==> config.mk <==
export PLATFORM = sky130hd
export DESIGN_NAME = uart_rx_ctrl
export DESIGN_NICKNAME = d
export VERILOG_FILES = /design/src/rtl/uart_rx_ctrl.sv
export SDC_FILE = /design/constraint.sdc
export NUM_CORES = 1
export LEC_CHECK = 0
export BUFFER_PORTS_ARGS = -buffer_cell sky130_fd_sc_hd__buf_4
export CAP_MARGIN = 20
export CORE_MARGIN = 10
export CORE_UTILIZATION = 50
export CTS_CLUSTER_DIAMETER = 30
export DETAILED_ROUTE_END_ITERATION = 8
export PLACE_DENSITY = 0.81
export SLEW_MARGIN = 25
export SYNTH_ARGS = -nofsm -noshare
export SYNTH_HDL_FRONTEND = slang
export SYNTH_SLANG_ARGS = --single-unit
==> constraint.sdc <==
create_clock -name CLK -period 2.07 [get_ports CLK]
set_input_delay 0.414 -clock CLK [delete_from_list [all_inputs] [get_ports CLK]]
set_output_delay 0.414 -clock CLK [all_outputs]
set_load 0.02 [all_outputs]
==> src/rtl/uart_rx_ctrl.sv <==
// UART receive frame controller: walks start/data/parity/stop bits on an
// oversampled clock and reports the payload or a parity/stop error.
module uart_rx_ctrl #(
  parameter int DATA_WIDTH = 8
) (
  input  logic                  CLK,
  input  logic                  RST,
  input  logic                  RX_IN,
  input  logic [5:0]            Prescale,
  input  logic                  PAR_EN,
  input  logic                  PAR_TYP,
  input  logic                  Sampled_bit,
  output logic                  Sample_En,
  output logic [4:0]            Edge_count,
  output logic [DATA_WIDTH-1:0] P_DATA,
  output logic                  Data_Valid,
  output logic                  Parity_Error,
  output logic                  Stop_Error
);

  // state  | meaning
  // IDLE   | line idle, waiting for a low level
  // START  | timing the start bit, glitch check at its end
  // DATA   | shifting payload bits in, LSB first
  // PARITY | checking the parity bit
  // STOP   | checking the stop bit, reporting the frame
  typedef enum logic [2:0] {IDLE, START, DATA, PARITY, STOP} state_t;

  localparam int BW = (DATA_WIDTH > 1) ? $clog2(DATA_WIDTH) : 1;

  state_t                state, state_nxt;
  logic [5:0]            p_l;
  logic [BW-1:0]         bit_cnt;
  logic [DATA_WIDTH-1:0] data_sr;
  logic                  frame_bad;
  logic                  eob, last_bit, par_exp, par_bad;
  logic                  start_frame, load_out, set_perr, set_serr;

  assign eob      = ({1'b0, Edge_count} == (p_l - 6'd1));
  assign last_bit = (bit_cnt == BW'(DATA_WIDTH - 1));
  assign par_exp  = PAR_TYP ? ~(^data_sr) : (^data_sr);
  assign par_bad  = (Sampled_bit != par_exp);

  assign Sample_En = (state != IDLE);

  always_ff @(posedge CLK or negedge RST) begin
    if (!RST) state <= IDLE;
    else      state <= state_nxt;
  end

  always_comb begin
    state_nxt   = state;
    start_frame = 1'b0;
    load_out    = 1'b0;
    set_perr    = 1'b0;
    set_serr    = 1'b0;
    case (state)
      IDLE: begin
        if (!RX_IN) begin
          state_nxt   = START;
          start_frame = 1'b1;
        end
      end
      START: begin
        if (eob) state_nxt = Sampled_bit ? IDLE : DATA;
      end
      DATA: begin
        if (eob && last_bit) state_nxt = PAR_EN ? PARITY : STOP;
      end
      PARITY: begin
        if (eob) begin
          state_nxt = STOP;
          set_perr  = par_bad;
        end
      end
      STOP: begin
        if (eob) begin
          state_nxt = IDLE;
          if (Sampled_bit) load_out = ~frame_bad;
          else             set_serr = 1'b1;
        end
      end
      default: state_nxt = IDLE;
    endcase
  end

  // Bit timing and payload datapath; the prescale is frozen for the whole frame.
  always_ff @(posedge CLK or negedge RST) begin
    if (!RST) begin
      p_l          <= 6'd8;
      Edge_count   <= 5'd0;
      bit_cnt      <= '0;
      data_sr      <= '0;
      frame_bad    <= 1'b0;
      P_DATA       <= '0;
      Data_Valid   <= 1'b0;
      Parity_Error <= 1'b0;
      Stop_Error   <= 1'b0;
    end else begin
      Data_Valid   <= load_out;
      Parity_Error <= set_perr;
      Stop_Error   <= set_serr;

      if (start_frame) p_l <= Prescale;

      if (state == IDLE || eob) Edge_count <= 5'd0;
      else                      Edge_count <= Edge_count + 5'd1;

      if (start_frame) begin
        bit_cnt   <= '0;
        frame_bad <= 1'b0;
      end else if (state == DATA && eob) begin
        data_sr <= DATA_WIDTH'({Sampled_bit, data_sr} >> 1);
        bit_cnt <= last_bit ? '0 : bit_cnt + BW'(1);
      end

      if (set_perr) frame_bad <= 1'b1;
      if (load_out) P_DATA    <= data_sr;
    end
  end

endmodule

**Yosys cells after proc, flatten, opt, wreduce, memory -nomap -nowiden**

Cells that the tools add are included.

- Flip-flop bits (word level): 37
- Input port bits: 12
- Output and inout bits: 17
- Word-level logic and storage cells: 63

- Add/sub/neg operators: 3
- Equality and inequality tests: 12
- Mux-type cells: 25
- Bitwise operators: 3
- Reductions and logical operators: 10

Operators by type and width:

| kind | count |
|---|---|
| $mux W3 | 9 |
| $pmux W3 S5 | 1 |
| $mux W1 | 13 |
| $ne A2 B2 Y1 const B | 5 |
| $reduce_xor A8 Y1 | 1 |
| $eq A3 B2 Y1 const B | 2 |
| $eq A3 B3 Y1 const B | 2 |
| $eq A5 B6 Y1 | 1 |
| $sub A6 B1 Y6 const B | 1 |
| $add A5 B1 Y5 const B | 1 |
| $mux W5 | 1 |
| $reduce_and A5 Y1 | 1 |
| $reduce_bool A2 Y1 | 2 |
| $add A3 B1 Y3 const B | 1 |
| $eq A3 B1 Y1 const B | 1 |
| $logic_not A3 Y1 | 1 |
| $not A1 Y1 | 3 |
| $reduce_bool A3 Y1 | 1 |
| $logic_and A1 B1 Y1 | 2 |
| $mux W2 | 1 |
| $reduce_and A2 Y1 | 1 |
| $logic_or A1 B1 Y1 | 1 |
| $ne A1 B1 Y1 | 1 |

**Logic depth before layout (Yosys ltp)**

- Word-level depth: 7
- Depth in mapped cells: 8
- Mapped depth without buffers: 7

**Worst setup path after synthesis**

Ideal clock, no wire load.

- Kind: reg-to-reg
- From: register p_l[0]
- To: register bit_cnt[0]
- Library setup time: 125 ps
- Arrival: 1,970 ps
- Setup slack: -25 ps
- Cell stages (with the launch flop): 9
- Cells stage by stage: dfrtp_1 inv_1 ha_1 nor2b_1 or3_4 a31oi_4 nand4b_2 buf_6 mux2_4

- Cells in the longest elaborated chain, start to end: 4

RTL lines:

| item | RTL line | text |
|---|---|---|
| from (decl) | 32 | `logic [5:0] p_l;` |
| from (signal assigned) | 104 | `if (start_frame) p_l <= Prescale;` |
| $sub A6 B1 Y6 | 39 | `assign eob = ({1'b0, Edge_count} == (p_l - 6'd1));` |
| $eq A5 B6 Y1 | 39 |  |
| $logic_and A1 B1 Y1 | 112 | `end else if (state == DATA && eob) begin` |
| $reduce_bool A2 Y1 (no source line) | - |  |
| to (signal assigned) | 114 | `bit_cnt <= last_bit ? '0 : bit_cnt + BW'(1);` |
| to (decl) | 33 | `logic [BW-1:0] bit_cnt;` |

No other way between the ends.
A chain may end at the register's enable or synchronous reset.

**Worst setup path after layout**

- From: register p_l[0]
- To: register data_sr[2]

- Cells in the longest elaborated chain, start to end: 4

RTL lines:

| item | RTL line | text |
|---|---|---|
| $sub A6 B1 Y6 | 39 |  |
| $eq A5 B6 Y1 | 39 |  |
| $logic_and A1 B1 Y1 | 112 |  |
| $reduce_and A2 Y1 (no source line) | - |  |
| to (signal assigned) | 113 | `data_sr <= DATA_WIDTH'({Sampled_bit, data_sr} >> 1);` |
| to (decl) | 34 | `logic [DATA_WIDTH-1:0] data_sr;` |

No other way between the ends.

==> results_dict.tcl <==
set metrics [dict create \
    clock-sinks 37 \
    finalCritPeriodShare_pct 101 \
    n_antenna_cell 0 \
    max-slew-margin-rel_pct 63.3 \
    ir_worst_vdd_mv 0.636 \
    fin_skew_ns 0.0194 \
    worstRegToRegCells 7 \
    ant_nets 0 \
    cts_tree "yes" \
    setup_viol 7 \
    yosysWarnings 0 \
    grt_overflow 0 \
    post-route-min-period_ns 2.10 \
    rrSetupSlack_ns -0.03 \
    port_buffers 28 \
    synthesis.area_mm2 0.00181 \
    clk_latency_ns 0.35 \
    netlist_instances 144 \
    dp_hpwl_um 2740 \
    ys_seq_area_share_pct 51.3 \
    drt_wl_total_um 4000 \
    synth_cell_types 36 \
    area_growth_pct 25.7 \
    cts_hold_buf 0 \
    hold_viol_final 0 \
    tns_ns -0.0768 \
    fin_util_pct 66.5 \
    clockBufferDepth 2 \
    worstPathMaxFanout 7 \
    cp-end-kind "register" \
    grt_max_degree 38 \
    num_rows 21 \
    drive_above_1_share_pct 44.6 \
    final_nets 201 \
    die_y_um 80.1 \
    cts-root-buf "clkbuf_4" \
    critical_path_required_ns 2.30 \
    post_drt_wl_per_cell_um 17.2 \
    grt_setup_unrepaired "yes" \
    violations "setup timing" \
    globalplace.congestion 0.778 \
    r2r-end "data_sr[2]" \
    drc 0 \
    crit_path_end "data_sr[2]" \
    die_w_um 80.1 \
    design.die.area_mm2 0.00642 \
    grtUsageTotal_pct 12.2 \
    antenna_found_initial 0 \
    grt_pass1_wl_um 6330 \
    vias 1260 \
    worstSetupStartpointType "register" \
    r2r_start "p_l[0]" \
    drt_iter0_drc 64 \
    avgSynthCellArea_um2 12.6 \
    post-place-ws_ns -0.0280 \
    critPathArrivalTime_ns 2.32 \
    total_power_uw 2730 \
    synth-seq-cells 37 \
    critical_path_class "reg -> reg" \
    design.core.area_mm2 0.00342 \
    numCtsBuffers 5 \
    startpoint "p_l[0]" \
    synthesis.nets 160 \
    worst_pin_slew_ns 0.546 \
    max_freq_mhz 477 \
    drv_slew 0 \
    drv_cap 0 \
    via_per_inst 5.43 \
    status "finished with violations" \
    layout_setup_ws_ns -0.0265 \
    dr.pass1.iters 4 \
    num_io_pins 29 \
    powerDensity_mw_per_mm2 1200 \
    hold_slack_ns 0.00976 \
    initial_core_util_pct 52.9 \
    cts-htree-levels 2 \
    p_leak_uw 0.00113 \
    hp-class "in -> async" \
    first_global_vias 1376 \
    clkTransAtPathRegs_ns 0.12 \
]
## worst min path at each step
stage,from,endpoint,cells after the start,slack [ns]
2_1_floorplan,RST,Data_Valid,0,0.12
3_3_place_gp,RST,Edge_count[4],1,0.39
3_5_place_dp,RST,Edge_count[3],1,0.40
4_1_cts,RST,P_DATA[2],1,0.02
5_1_grt,RST,data_sr[2],1,0.03
6_report,RST,data_sr[6],1,0.01
## cells in the mapped netlist
cell type | instances | area share, %
dfrtp_1 | 36 | 50
a31oi_4 | 1 | 1.2
xnor2_1 | 12 | 5.8
nand3_2 | 1 | 0.55
nand4b_2 | 1 | 0.83
dfstp_2 | 1 | 1.5
and3b_1 | 1 | 0.48
nor2_1 | 6 | 1.2
o21ai_1 | 1 | 0.28
a311oi_1 | 1 | 0.48
mux2_2 | 13 | 8.1
inv_2 | 1 | 0.21
and3_1 | 3 | 1.0
nand3_1 | 3 | 0.83
ha_1 | 4 | 2.8
buf_2 | 2 | 0.55
and2_1 | 1 | 0.35
or3_4 | 1 | 0.62
o32ai_1 | 1 | 0.48
inv_1 | 6 | 1.2
xor2_1 | 5 | 2.4
buf_6 | 1 | 0.62
mux2_4 | 10 | 8.3
a41oi_1 | 1 | 0.48
nor2b_1 | 6 | 2.1
a21oi_1 | 1 | 0.28
nor3_1 | 9 | 2.5
clkbuf_1 | 1 | 0.21
a31oi_1 | 1 | 0.35
nor3_2 | 1 | 0.55
a221oi_1 | 1 | 0.48
nand2_1 | 6 | 1.2
mux2i_1 | 1 | 0.55
a21o_1 | 1 | 0.42
o21ai_0 | 2 | 0.55
o2111a_1 | 1 | 0.62
## metal layers
| metal | wire length [um] | share of wire (%) | up-vias | global-route usage (%) |
|---|---|---|---|---|
| met3 | 283 | 7.1 | 7 | 4.01 |
| met4 | 53 | 1.3 | 0 | 4.23 |
| met1 | 1690 | 42 | 633 | 14.0 |
| li1 | - | - | 587 | - |
| met5 | 0 | 0 | - | 0 |
| met2 | 1970 | 49 | 33 | 20.8 |
## area by class of cell
cell class	instances	area (um^2)
Fill cell	274	1140
Multi-Input combinational cell	97	895
Sequential cell	37	927
Tap cell	46	57.6
Timing Repair Buffer	37	308
Inverter	7	26.3
Clock buffer	8	58.8
## layout by cell type, fill, tap and decap left out, types with 2 or more instances in the layout
master,synthesis,routed
dfrtp_1,36,36
buf_4,0,35
mux2_2,13,13
xnor2_1,12,12
mux2_4,10,10
nor3_1,9,8
nor2_1,6,6
nand2_1,6,6
xor2_1,5,5
clkbuf_4,0,5
nor2b_1,6,4
inv_1,6,4
inv_2,1,3
and3_1,3,3
nand3_1,3,3
ha_1,4,3
nor3_2,1,2
o21ai_0,2,2
clkbuf_1,1,2
## what timing repair did
item	CTS	global route
gates resized for setup	3	10
setup buffers	0	2
endpoints found under the setup margin	18	23
pin swaps	0	5
cloned	0	2
## stage by stage
stage,instance area [um^2],cells
6_report,2270,232
5_1_grt,2270,232
4_1_cts,2180,228
3_5_place_dp,2110,220
3_3_place_gp,2110,220
2_1_floorplan,1810,144
## power by group
| part | internal (uW) | leakage [uW] | switching, uW |
|---|---|---|---|
| clock network | 168 | 0.0000326 | 233 |
| logic | 623 | 0.000615 | 632 |
| registers | 881 | 0.000487 | 198 |
| total | 1670 | 0.00113 | 1060 |
## critical path: stages, from the launching register on
cell and delay, ns:
dfrtp_1 0.41, buf_4 0.16, nor3_1 0.23, xnor2_1 0.15, o2111a_2 0.37, nand4b_4 0.17, clkbuf_16 0.20, mux2_4 0.29
## sequential cells by signal, summed over array words and instances, names as in the netlist
register,count
frame_bad,1
data_sr,8
Edge_count,5
Data_Valid,1
p_l,6
Parity_Error,1
state,3
Stop_Error,1
P_DATA,8
bit_cnt,3
## kinds of logic (layout without fill, tap and decap cells)
| kind of cell | after synthesis | in the layout | synth area share (%) |
|---|---|---|---|
| muxes | 24 | 24 | 17.0 |
| DFF | 37 | 37 | 51.3 |
| AOI/OAI and AO/OA | 12 | 12 | 5.61 |
| buffers and inverters | 11 | 52 | 2.84 |
| xor gates and xnor gates | 17 | 17 | 8.24 |
| adders and majority gates | 4 | 4 | 2.77 |
| and+or+nand+nor | 39 | 40 | 12.3 |
Power figures use the tool's default switching activity.
